## src/rtl/q3c_pkg.sv

```systemverilog
// Shared types for the q3c sequence controller: core/controller state encodings,
// default pattern width and the core next-state/output functions.
package q3c_pkg;

    localparam int unsigned DefaultW = 16;

    typedef enum logic [2:0] {
        CoreA = 3'd0,
        CoreB = 3'd1,
        CoreC = 3'd2,
        CoreD = 3'd3,
        CoreE = 3'd4
    } core_state_e;

    typedef enum logic [1:0] {
        StIdle = 2'd0,
        StRun  = 2'd1,
        StDone = 2'd2
    } ctrl_state_e;

    // Unused codes 5-7 recover to A regardless of x.
    function automatic logic [2:0] core_next(input logic [2:0] s, input logic x);
        logic [2:0] n;
        n = CoreA;
        case (s)
            CoreA:   n = x ? CoreB : CoreA;
            CoreB:   n = x ? CoreE : CoreB;
            CoreC:   n = x ? CoreB : CoreC;
            CoreD:   n = x ? CoreC : CoreB;
            CoreE:   n = x ? CoreE : CoreD;
            default: n = CoreA;
        endcase
        return n;
    endfunction

    function automatic logic core_z(input logic [2:0] s);
        return (s == CoreD) || (s == CoreE);
    endfunction

endpackage

```

## src/rtl/q3c_fsm_core.sv

```systemverilog
// Five-state core: clr forces A, en advances one step on x; z is high in D or E.
module q3c_fsm_core
    import q3c_pkg::*;
(
    input  logic       clk,
    input  logic       areset,
    input  logic       clr,
    input  logic       en,
    input  logic       x,
    output logic [2:0] y,
    output logic       z
);

    logic [2:0] state_q;

    always_ff @(posedge clk or posedge areset) begin
        if (areset) begin
            state_q <= CoreA;
        end else if (clr) begin
            state_q <= CoreA;
        end else if (en) begin
            state_q <= core_next(state_q, x);
        end
    end

    assign y = state_q;
    assign z = core_z(state_q);

endmodule

```

## src/rtl/q3c_seq_ctrl.sv

```systemverilog
// Sequence controller: shifts a latched pattern LSB-first into q3c_fsm_core and
// counts steps landing in D/E. Define Q3C_SEQ_ABORT_EN to add the abort input.
module q3c_seq_ctrl
    import q3c_pkg::*;
#(
    parameter int unsigned W = DefaultW
) (
    input  logic               clk,
    input  logic               areset,
`ifdef Q3C_SEQ_ABORT_EN
    input  logic               abort,
`endif
    input  logic               start,
    input  logic [W-1:0]       pattern,
    input  logic [$clog2(W):0] len,
    output logic               busy,
    output logic               done,
    output logic               x,
    output logic [2:0]         y,
    output logic [$clog2(W):0] z_count,
    output logic               match
);

    localparam int unsigned LW = $clog2(W) + 1;

    ctrl_state_e   state_q;
    logic [W-1:0]  shift_q;
    logic [LW-1:0] cnt_q;
    logic [LW-1:0] zc_q;
    logic          match_q;
    logic [LW-1:0] len_clamped;
    logic          abort_w;
    logic          core_clr;
    logic          core_en;
    logic          core_z_w;

`ifdef Q3C_SEQ_ABORT_EN
    assign abort_w = abort;
`else
    assign abort_w = 1'b0;
`endif

    assign len_clamped = (len > LW'(W)) ? LW'(W) : len;
    assign core_clr    = (state_q == StIdle) && start;
    assign core_en     = (state_q == StRun) && !abort_w;

    always_ff @(posedge clk or posedge areset) begin
        if (areset) begin
            state_q <= StIdle;
            shift_q <= '0;
            cnt_q   <= '0;
            zc_q    <= '0;
            match_q <= 1'b0;
        end else begin
            case (state_q)
                StIdle: begin
                    if (start) begin
                        shift_q <= pattern;
                        cnt_q   <= len_clamped;
                        zc_q    <= '0;
                        state_q <= (len_clamped != '0) ? StRun : StDone;
                    end
                end
                StRun: begin
                    if (abort_w) begin
                        state_q <= StIdle;
                    end else begin
                        shift_q <= shift_q >> 1;
                        cnt_q   <= cnt_q - LW'(1);
                        // Count on the state the core is about to enter.
                        if (core_z(core_next(y, shift_q[0])) && (zc_q != LW'(W))) begin
                            zc_q <= zc_q + LW'(1);
                        end
                        if (cnt_q == LW'(1)) begin
                            state_q <= StDone;
                        end
                    end
                end
                StDone: begin
                    match_q <= core_z_w;
                    state_q <= StIdle;
                end
                default: state_q <= StIdle;
            endcase
        end
    end

    q3c_fsm_core u_core (
        .clk    (clk),
        .areset (areset),
        .clr    (core_clr),
        .en     (core_en),
        .x      (x),
        .y      (y),
        .z      (core_z_w)
    );

    assign busy    = (state_q == StRun);
    assign done    = (state_q == StDone);
    assign x       = (state_q == StRun) ? shift_q[0] : 1'b0;
    assign z_count = zc_q;
    assign match   = match_q;

endmodule

```

## config.mk

```make
export PLATFORM = sky130hd
export DESIGN_NAME = q3c_seq_ctrl
export DESIGN_NICKNAME = d
export VERILOG_FILES = /design/src/rtl/q3c_pkg.sv /design/src/rtl/q3c_fsm_core.sv /design/src/rtl/q3c_seq_ctrl.sv
export SDC_FILE = /design/constraint.sdc
export NUM_CORES = 1
export LEC_CHECK = 0
export ABC_CLOCK_PERIOD_IN_PS = 1800
export CORE_MARGIN = 2
export CORE_UTILIZATION = 62
export CTS_CLUSTER_DIAMETER = 60
export CTS_CLUSTER_SIZE = 24
export DETAILED_ROUTE_END_ITERATION = 8
export DONT_BUFFER_PORTS = 1
export HOLD_SLACK_MARGIN = 0.15
export PLACE_DENSITY = 0.78
export SLEW_MARGIN = 20
export SYNTH_ARGS = -nofsm -noshare
export SYNTH_HDL_FRONTEND = slang
export SYNTH_SLANG_ARGS = --single-unit
```

## constraint.sdc

```tcl
create_clock -name clk -period 1.8 [get_ports clk]
set_clock_uncertainty 0.15 [all_clocks]
set_input_delay 0.27 -clock clk [delete_from_list [all_inputs] [get_ports clk]]
set_output_delay 0.27 -clock clk [all_outputs]
set_load 0.01 [all_outputs]
```

After elaboration in Yosys (flattened, before gate mapping)

Index checks and enable logic that the tools add are counted.

Register bits: 32
Input port bits: 24
Output and inout port bits: 12

Add/subtract/negate cells: 2
Order comparisons: 1
Equality and inequality tests: 13
Mux-type cells: 28
Reductions and logical operators: 12

Operators by type and width:

| cell                  | number |
|---|---|
| $pmux W16 S2          | 1 |
| $pmux W3 S5           | 2 |
| $mux W3               | 7 |
| $mux W5               | 4 |
| $pmux W5 S2           | 2 |
| $mux W16              | 1 |
| $mux W2               | 7 |
| $eq A3 B2 Y1 const B  | 3 |
| $eq A3 B3 Y1 const B  | 2 |
| $add A5 B1 Y5 const B | 1 |
| $eq A5 B1 Y1 const B  | 1 |
| $gt A5 B5 Y1 const B  | 1 |
| $ne A5 B5 Y1 const B  | 1 |
| $reduce_bool A5 Y1    | 1 |
| $sub A5 B1 Y5 const B | 1 |
| $ne A2 B1 Y1 const B  | 2 |
| $pmux W2 S2           | 1 |
| $reduce_and A2 Y1     | 2 |
| $reduce_bool A2 Y1    | 2 |
| $eq A3 B1 Y1 const B  | 1 |
| $logic_not A3 Y1      | 1 |
| $mux W1               | 3 |
| $reduce_and A3 Y1     | 1 |
| $eq A2 B1 Y1 const B  | 1 |
| 5 further kinds       | 7 |

Longest topological paths before layout

Gate-level depths: netlist of run 1.

Depth after elaboration: 8
Depth in mapped cells: 6

Cells and area by module

Synthesis of run 1 repeated with hierarchy kept, for this count alone.

Cells, all modules: 178
Area, all modules: 1,780.5 µm²

By module, submodules not included:

| module       | instances | cells each | area an instance (µm²) | seq. area each (µm²) |
|---|---|---|---|---|
| q3c_seq_ctrl | 1         | 153        | 1,569.0                | 725.7 |
| q3c_fsm_core | 1         | 25         | 211.5                  | 75.1 |

Worst setup path before layout of run 1

OpenSTA, ideal clock, no wires.

Kind: register -> register
Start: register cnt_q[0]
End: register cnt_q[4]
Library setup time: 0.079 ns
Arrival: 1.269 ns
Data required time: 1.571 ns
Setup slack: 0.301 ns
Stages on the path, launching flop included: 6
Buffers on the path: 0
Clock period less this slack: 1.499 ns
Path through: dfrtp_1 > inv_1 > ha_1 > or3b_1 > a21oi_1 > a2bb2oi_1

Longest elaborated chain between the ends: 2

Ends and longest elaborated chain:

| what                   | RTL line           | text |
|---|---|---|
| start, declared        | q3c_seq_ctrl.sv:28 | `logic [LW-1:0] cnt_q;` |
| start signal, assigned | q3c_seq_ctrl.sv:59 | `cnt_q <= len_clamped;` |
| start signal, assigned | q3c_seq_ctrl.sv:69 | `cnt_q <= cnt_q - LW'(1);` |
| $sub A5 B1 Y5          | q3c_seq_ctrl.sv:69 |  |
| $pmux W5 S2            | q3c_seq_ctrl.sv:55 | `case (state_q)` |

Every way passes these cells.
A chain may end at the register's enable or synchronous reset.

Worst setup path in the final report of run 1

Start: register state_q[1]
End: output port x

Longest elaborated chain between the ends: 2

Ends and longest elaborated chain:

| what                   | RTL line            | text |
|---|---|---|
| start, declared        | q3c_seq_ctrl.sv:26  | `ctrl_state_e state_q;` |
| start signal, assigned | q3c_seq_ctrl.sv:49  | `state_q <= StIdle;` |
| start signal, assigned | q3c_seq_ctrl.sv:61  | `state_q <= (len_clamped != '0) ? StRun : StDone;` |
| start signal, assigned | q3c_seq_ctrl.sv:66  | `state_q <= StIdle;` |
| $eq A2 B1 Y1           | q3c_seq_ctrl.sv:100 | `assign x = (state_q == StRun) ? shift_q[0] : 1'b0;` |
| $mux W1                | q3c_seq_ctrl.sv:100 |  |
| end, declared          | q3c_seq_ctrl.sv:18  | `output logic x,` |

Every way passes these cells.

==> flow_summary.yaml, run 1 <==
sta:
  finalSetupTns_ns: 0
  min_period_over_period: 0.9591
  fin_hold_ws_ns: 0.1819
  hold_viol_final: 0
  max_freq_mhz: 579.2
  min_period_ns: 1.726
  slew_headroom: 0.6927
  setup_viol: 0
  worst_slew_pin_slew_ns: 0.4549
  slew_violations: 0
  rsz0062_at_grt: "false"
worst_setup_path:
  regToRegSetupSlack_ns: 0.16
  cp-start-kind: "register"
  worst-setup-path-type: "reg -> out"
  cp.required_ns: 1.38
  worstSetupEndpointType: "output port"
  crit_fanout: 6
  cp_data_arrival_time_ns: 1.31
power:
  p_leak_uw: 0.0009889
  power.density_nw_per_um2: 1605
  ir_drop_mv: 1.204
logic_synthesis:
  synthesis.instances: 194
  yosysTopAreaCell: "dfrtp_1"
  syn-num-nets: 222
  yosys_warnings: 0
  netlist_top_cells_area: "dfrtp_1 (45%), nand2_1 (8.4%), a31oi_1 (5.3%)"
  ys_types: 46
  synth_top_flop_cell: "dfrtp_1"
  netlist_area_sq_um: 1783
  synth_seq_cells: 32
  synth.avg_cell_area_sq_um: 9.191
  async_reset_ff_frac: 1.000
  synth_top_area_share: 0.4491
  synth-edff-count: 0
  yosysSeqAreaShare: 0.4491
final_layout:
  layout.filler_cells: 180
  antenna_cells: 0
  drive_above_1_share: 0.1131
  nets: 248
  finalInstanceArea_sq_um: 2125
  utilization: 0.7771
  instances_no_fill: 252
  areaGrowthSynthToFinish_pct: 19.16
die:
  die_area_sq_um: 3321
  ios: 36
  die_x_um: 57.63
  start_util: 0.6522
  core-area_sq_um: 2734
  row_count: 19
  die_y_um: 57.63
global_routing:
  antenna_found_initial: 0
  grt_pass1_vias: 1517
  grt_usage: 0.2564
  grt_overflow_total: 0
  grt_pass1_wl_um: 6479
  grt_max_degree: 33
drt:
  vias: 1518
  drc: 0
  vias_per_cell: 6.024
  wl_per_cell_um: 15.43
  dr.first_iter.drc_count: 69
  firstDrtPassIters: 4
  wl_um: 3889
  ant_nets: 0
run:
  maxCapViolations: 0
run_status:
  outcome: "completed"
hold_path:
  hold_class: "in -> reg"
clocking:
  clk_latency_ns: 0.34
  cts_root_buf: "clkbuf_4"
  cts_tree: "yes"
  clock_sinks: 32
  cts_buffer_depth: 2
  htree_levels: 2
  clkTransAtPathRegs_ns: 0.10
  numCtsBuffers: 5
placed_design:
  io_buffer_count: 0
  dp.final_hpwl_um: 2492
  dp.cells: 218
  place.gp.congestion: 0.8667
  placed_area_sq_um: 1787
==> cell usage after synthesis, drive strengths merged (2+ instances only) <==
cell type	n
and3	2
o21ai	4
nand3b	2
a31oi	15
nor3b	2
a21oi	4
o22ai	2
inv	10
o31ai	2
or3b	2
nand2	40
nor2	19
a22o	2
mux2i	7
ha	4
o211ai	4
nand2b	3
buf	14
dfrtp	32
nor2b	5
==> area by class of cell <==
cell class	instances	area (sq um)	share of cell area
clock buffers	6	51.30	0.02415
clock inverters	2	10.01	0.004711
inverters	10	40.04	0.01885
multi-input cells	138	850.8	0.4005
flip-flops and latches	32	803.3	0.3781
well taps	31	38.79	0.01826
repair buffers	33	330.3	0.1555
==> metal layers <==
layer,GRT usage,up-vias,routed length [um]
met3,0.06250,14,216
met5,0,-,0
li1,-,726,-
met2,0.4318,57,1876
met1,0.3027,721,1669
met4,0.1362,0,127
==> power by group <==
group	switching [uW]	leakage (uW)	internal, uW
clock network	248	0.0000380	186
registers	355	0.000389	1040
logic	861	0.000562	722
total	1460	0.000989	1940
==> cell usage in the layout, fill, tap and decap left out, types with 3 or more instances in the layout <==
master / Yosys / final
nor2b_1: 5 / 5
buf_4: 2 / 6
clkbuf_4: 0 / 5
a21oi_1: 4 / 4
mux2i_1: 7 / 7
nor2_1: 19 / 19
nand2_1: 40 / 40
inv_1: 9 / 9
o211ai_1: 3 / 3
ha_1: 4 / 4
a31oi_1: 15 / 15
dlygate4sd3_1: 0 / 25
dfrtp_1: 32 / 30
==> stage by stage <==
| stage | setup WS, ns | power (uW) |
|---|---|---|
| after floorplan | 0.3014 | 2593 |
| after global placement | 0.2795 | 2756 |
| after detailed placement | 0.2067 | 2862 |
| after CTS | 0.005875 | 3379 |
| after global routing | 0.01361 | 3695 |
| final | 0.07354 | 3409 |
==> logic make-up after synthesis <==
group | count (synthesis) | synth area share
buffers and inverters | 24 | 0.07719
adder cells (fa/ha/maj) | 4 | 0.02807
AO/OA/AOI/OAI | 43 | 0.1719
multiplexers | 8 | 0.04562
XOR/XNOR | 1 | 0.004913
flip-flops | 32 | 0.4491
AND/OR/NAND/NOR | 82 | 0.2232
==> sequential cells by signal, summed over array words and instances (netlist names) <==
signal    flops
shift_q      16
u_core.y      3
state_q       2
z_count       5
match         1
cnt_q         5
==> what timing repair did <==
| action | 4_1_cts | 5_1_grt |
|---|---|---|
| cloned | 0 | 0 |
| gates resized for setup | 3 | 3 |
| hold endpoints to repair | 56 | 1 |
| setup buffers | 0 | 1 |
| hold buffers | 25 | 1 |
| endpoints found under the setup margin | 2 | 3 |
==> path summary, 6_finish.rpt <==
kind | from | endpoint | cells past startpoint
max in group asynchronous | areset | state_q[0]$_DFFE_PP0P_ | 3
worst max-delay path | state_q[1]$_DFFE_PP0P_ | x | 3
worst min register to register | shift_q[15]$_DFFE_PP0P_ | shift_q[15]$_DFFE_PP0P_ | 2
min in group asynchronous | areset | z_count[0]$_DFFE_PP0P_ | 3
worst max register to register | cnt_q[0]$_DFFE_PP0P_ | state_q[0]$_DFFE_PP0P_ | 4
worst min-delay path | start | shift_q[15]$_DFFE_PP0P_ | 2
==> critical path: stages, from the launching register on <==
cell      delay, ns
dfrtp_2        0.45
nand2b_2       0.23
inv_4          0.11
and2_1         0.18
(Power assumes the default switching activity.)
==> inputs of run 2 (changes only) <==
--- a/config.mk
+++ b/config.mk
@@ -7,13 +7,12 @@
 export LEC_CHECK = 0
 export ABC_CLOCK_PERIOD_IN_PS = 1800
 export CORE_MARGIN = 2
-export CORE_UTILIZATION = 62
+export CORE_UTILIZATION = 40
 export CTS_CLUSTER_DIAMETER = 60
 export CTS_CLUSTER_SIZE = 24
 export DETAILED_ROUTE_END_ITERATION = 8
 export DONT_BUFFER_PORTS = 1
 export HOLD_SLACK_MARGIN = 0.15
-export PLACE_DENSITY = 0.78
 export SLEW_MARGIN = 20
 export SYNTH_ARGS = -nofsm -noshare
 export SYNTH_HDL_FRONTEND = slang
==> flow_summary.yaml, run 2 (same netlist as run 1, synthesis figures left out) <==
run_status:
  outcome: "completed"
worst_setup_path:
  cp_slowest_cell: "dfrtp_2"
  cp-endpoint: "x"
  crit_fanout: 7
  crit_buf_inv: 1
  rr_startpoint: "cnt_q[0]$_DFFE_PP0P_"
  cp_cell_sequence: "nand2b_2, inv_2, and2_1"
  crit_cells: 3
  cp_data_arrival_time_ns: 1.28
  regToRegSetupSlack_ns: 0.17
  crit_path_start: "state_q[1]$_DFFE_PP0P_"
  cp.required_ns: 1.38
  cp_top_family: "flip-flops"
  rr_worst_depth: 5
  slowest_delay_ns: 0.45
  r2r-end: "cnt_q[4]$_DFFE_PP0P_"
  worst-setup-path-type: "reg -> out"
  cp-start-kind: "register"
  worstSetupEndpointType: "output port"
drt:
  vias_per_cell: 5.363
  dr.first_iter.drc_count: 71
  wl_um: 4021
  wl_per_cell_um: 14.73
  vias: 1464
  ant_nets: 0
  drc: 0
  firstDrtPassIters: 5
power:
  clkPwrFrac: 0.183
  p_switching_uw: 1459
  p_leak_uw: 0.001005
  switching_share: 0.3974
  seq_power_share: 0.368
  power.density_nw_per_um2: 1676
  pwr-share-comb: 0.449
  p_int_uw: 2213
  ir_drop_mv: 0.7122
die:
  die_y_um: 70.77
  row_count: 24
  ios: 36
  core-area_sq_um: 4324
  start_util: 0.4123
  die_area_sq_um: 5008
  die_x_um: 70.77
final_layout:
  areaGrowthSynthToFinish_pct: 22.95
  final_cell_mix: "nand2_1 (40), dfrtp_1 (30), dlygate4sd3_1 (23)"
  regMostFlops: "shift_q"
  layout.filler_cells: 407
  nets: 248
  area.sequential_sq_um: 803.3
  utilization: 0.5069
  antenna_cells: 0
  largest_reg_flops: 16
  drive_above_1_share: 0.1131
  layout_commonest_cell: "nand2_1"
  multi_input_area_sq_um: 844.6
sta:
  slew_violations: 0
  min_period_ns: 1.703
  finalSetupTns_ns: 0
  worst_slew_pin_slew_ns: 0.4143
  max_freq_mhz: 587.3
  rsz0062_at_grt: "false"
  min_period_over_period: 0.9459
  setup_viol: 0
  slew_headroom: 0.7202
  hold_viol_final: 0
placed_design:
  io_buffer_count: 0
  dp.final_hpwl_um: 2745
  place.gp.congestion: 0.8343
global_routing:
  antenna_found_initial: 0
  grt_overflow_total: 0
  grt_max_degree: 33
  grt_pass1_wl_um: 6610
  grt_usage: 0.1707
  grt_pass1_vias: 1437
run:
  maxCapViolations: 0
clocking:
  clkTransAtPathRegs_ns: 0.06
  clk_latency_ns: 0.28
  cts_tree: "yes"
  htree_levels: 2
  clock_sinks: 32
  cts_buffer_depth: 2
  cts_root_buf: "clkbuf_8"
  numCtsBuffers: 5
hold_path:
  hold_class: "in -> reg"
-- run 2: layer usage --
layer / track usage / routed length [um]
met1: 0.2193 / 1748
met2: 0.2648 / 1975
met3: 0.05840 / 231
met4: 0.06918 / 65
met5: 0 / 0
-- run 2: how the worst min path moves through the flow --
stage          depth (start not counted)                      to  slack [ns]   start
2_1_floorplan                          1    cnt_q[0]$_DFFE_PP0P_        0.24  areset
3_3_place_gp                           2  shift_q[7]$_DFFE_PP0P_        0.12  areset
3_5_place_dp                           2  z_count[0]$_DFFE_PP0P_        0.13  areset
4_1_cts                                3    cnt_q[0]$_DFFE_PP0P_        0.17  len[0]
5_1_grt                                3    cnt_q[0]$_DFFE_PP0P_        0.17  len[0]
6_report                               3    cnt_q[0]$_DFFE_PP0P_        0.18  len[0]
-- run 2: metrics by stage --
stage,instance area [sq um],setup WS [ns],hold slack (ns),power [uW],instances
floorplan,1783,0.3014,0.2362,2593,194
global placement,1848,0.2567,0.1233,2878,242
detailed placement,1848,0.1978,0.1274,2962,242
CTS,2186,0.01451,0.1676,3691,273
global route,2192,0.02550,0.1739,3986,273
finish,2192,0.09738,0.1801,3673,273
-- run 2: area by class of cell --
type                    instances  area share
inverters                      10     0.01712
flip-flops and latches         32      0.3664
well taps                      52     0.02968
multi-input cells             138      0.3853
clock inverters                 2     0.01598
clock buffers                   6     0.03311
repair buffers                 33      0.1524
-- run 2: tightest hold or removal path, cell delays in order --
cell and delay, ns:
nor2b_1 0.11, o22ai_1 0.10, a21oi_1 0.09
-- run 2: power by group through the flow --
| stage | combinational [uW] | clock (uW) | sequential, uW |
|---|---|---|---|
| 2_1_floorplan | 1360 | 0 | 1230 |
| 3_3_place_gp | 1540 | 0 | 1340 |
| 3_5_place_dp | 1610 | 0 | 1350 |
| 4_1_cts | 1650 | 694 | 1350 |
| 5_1_grt | 1840 | 739 | 1410 |
| 6_report | 1650 | 673 | 1350 |
-- run 2: timing repair --
item	4_1_cts	5_1_grt
hold buffers	23	0
buffers inserted	0	0
gates resized for setup	0	3
endpoints found under the setup margin	0	2
endpoints found under the hold margin	56	0
==> inputs of run 3 (changes only) <==
--- a/config.mk
+++ b/config.mk
@@ -13,6 +13,8 @@
 export DETAILED_ROUTE_END_ITERATION = 8
 export DONT_BUFFER_PORTS = 1
 export HOLD_SLACK_MARGIN = 0.15
+export PLACE_DENSITY = 0.56
+export SETUP_SLACK_MARGIN = 0.15
 export SLEW_MARGIN = 20
 export SYNTH_ARGS = -nofsm -noshare
 export SYNTH_HDL_FRONTEND = slang
==> flow_summary.yaml, run 3 (same netlist as run 1, synthesis figures left out) <==
power:
  p_leak_uw: 0.001043
  ir_drop_mv: 0.7115
  power.density_nw_per_um2: 1721
sta:
  setup_viol: 0
  worst_slew_pin_slew_ns: 0.4353
  slew_violations: 0
  slew_headroom: 0.7060
  fin_ws_ns: 0.1459
  min_period_over_period: 0.9189
  min_period_ns: 1.654
  rsz0062_at_grt: "true"
  max_freq_mhz: 604.6
  finalSetupTns_ns: 0
  hold_viol_final: 0
  fin_hold_ws_ns: 0.2099
final_layout:
  nets: 252
  antenna_cells: 0
  regMostFlops: "shift_q"
  layout.filler_cells: 400
  utilization: 0.5275
  areaGrowthSynthToFinish_pct: 27.93
  largest_reg_flops: 16
  final_cell_mix: "nand2_1 (40), dfrtp_1 (29), dlygate4sd3_1 (24)"
  layout_commonest_cell: "nand2_1"
  drive_above_1_share: 0.1644
worst_setup_path:
  cp_data_arrival_time_ns: 1.64
  cp_slowest_cell: "dlygate4sd3_1"
  rr_worst_depth: 5
  worst-setup-path-type: "in -> reg"
  crit_path_frequent_cell: "dlygate4sd3_1"
  worstSetupEndpointType: "register"
  crit_buf_inv: 2
  r2r-end: "state_q[1]$_DFFE_PP0P_"
  cp_top_family: "buffers and inverters"
  cp.required_ns: 1.78
  crit_fanout: 2
  cp-start-kind: "primary input"
  cp_cell_sequence: "dlygate4sd3_1, nor2_1, dlygate4sd3_1, o21ai_1"
  slowest_delay_ns: 0.59
  regToRegSetupSlack_ns: 0.22
  crit_cells: 4
  rr_startpoint: "cnt_q[1]$_DFFE_PP0P_"
hold_path:
  holdPathEnd: "cnt_q[4]$_DFFE_PP0P_"
  hold_depth: 2
  min_from: "start"
  hold_class: "in -> reg"
die:
  die_area_sq_um: 5008
  ios: 36
  die_y_um: 70.77
  start_util: 0.4123
  core-area_sq_um: 4324
  row_count: 24
  die_x_um: 70.77
clocking:
  cts_buffer_depth: 2
  clk_latency_ns: 0.28
  cts_root_buf: "clkbuf_8"
  numCtsBuffers: 5
  clkTransAtPathRegs_ns: 0.07
  clock_sinks: 32
  cts_tree: "yes"
  htree_levels: 2
drt:
  vias_per_cell: 5.498
  wl_um: 4061
  vias: 1523
  wl_per_cell_um: 14.66
  ant_nets: 0
  drc: 0
  dr.first_iter.drc_count: 84
  firstDrtPassIters: 4
placed_design:
  io_buffer_count: 0
  dpl_worst_slack_ns: 0.1649
  place.gp.congestion: 0.8279
  dp.final_hpwl_um: 2741
run_status:
  outcome: "completed"
global_routing:
  grt_pass1_vias: 1536
  grt_pass1_wl_um: 7100
  grt_max_degree: 33
  grt_usage: 0.1783
  grt_overflow_total: 0
  antenna_found_initial: 0
run:
  maxCapViolations: 0
## run 3: area by class of cell
type | instances | area [sq um] | area share
Clock inverter | 1 | 30.03 | 0.01317
Multi-Input combinational cell | 138 | 875.8 | 0.3840
Clock buffer | 7 | 96.34 | 0.04224
Timing Repair Buffer | 37 | 366.6 | 0.1607
Sequential cell | 32 | 804.5 | 0.3527
Tap cell | 52 | 65.06 | 0.02852
Inverter | 10 | 42.54 | 0.01865
## run 3: how the worst max path moves through the flow
stage / start / end / slack, ns
5_1_grt: cnt_q[0]$_DFFE_PP0P_ / cnt_q[4]$_DFFE_PP0P_ / 0.14
2_1_floorplan: cnt_q[0]$_DFFE_PP0P_ / cnt_q[4]$_DFFE_PP0P_ / 0.30
4_1_cts: state_q[1]$_DFFE_PP0P_ / busy / 0.15
3_5_place_dp: cnt_q[0]$_DFFE_PP0P_ / cnt_q[4]$_DFFE_PP0P_ / 0.16
6_report: len[0] / state_q[0]$_DFFE_PP0P_ / 0.15
3_3_place_gp: cnt_q[0]$_DFFE_PP0P_ / cnt_q[4]$_DFFE_PP0P_ / 0.18
## run 3: what timing repair did
action / 4_1_cts / 5_1_grt
setup buffers: 0 / 5
setup endpoints to repair: 4 / 5
hold buffers: 24 / 0
gates resized for setup: 8 / 9
pin swaps: 0 / 1
endpoints found under the hold margin: 56 / 0
## run 3: power by group
group          switching [uW]  internal (uW)  total [uW]
registers                 321           1040        1360
clock network             268            488         756
logic                     947            859        1810
## run 3: through the flow
stage	total power (uW)	std cells	cell area [sq um]
2_1_floorplan	2593	194	1783
3_3_place_gp	2831	240	1821
3_5_place_dp	2896	240	1821
4_1_cts	3769	272	2210
5_1_grt	4252	277	2281
6_report	3925	277	2281
## run 3: worst register-to-register path, delay by kind of cell, from the launching register on
family	cells	cell delay (ns)
AOI/OAI and AO/OA	2	0.71
adders and majority gates	1	0.15
DFF	1	0.37
buffers and inverters	2	0.14
## run 3: per-layer routing
layer / vias up / part of all wire / track usage
met1: 741 / 0.42 / 0.2080
met3: 6 / 0.043 / 0.06410
li1: 731 / - / -
met2: 45 / 0.52 / 0.3063
met5: - / 0 / 0
met4: 0 / 0.012 / 0.05660
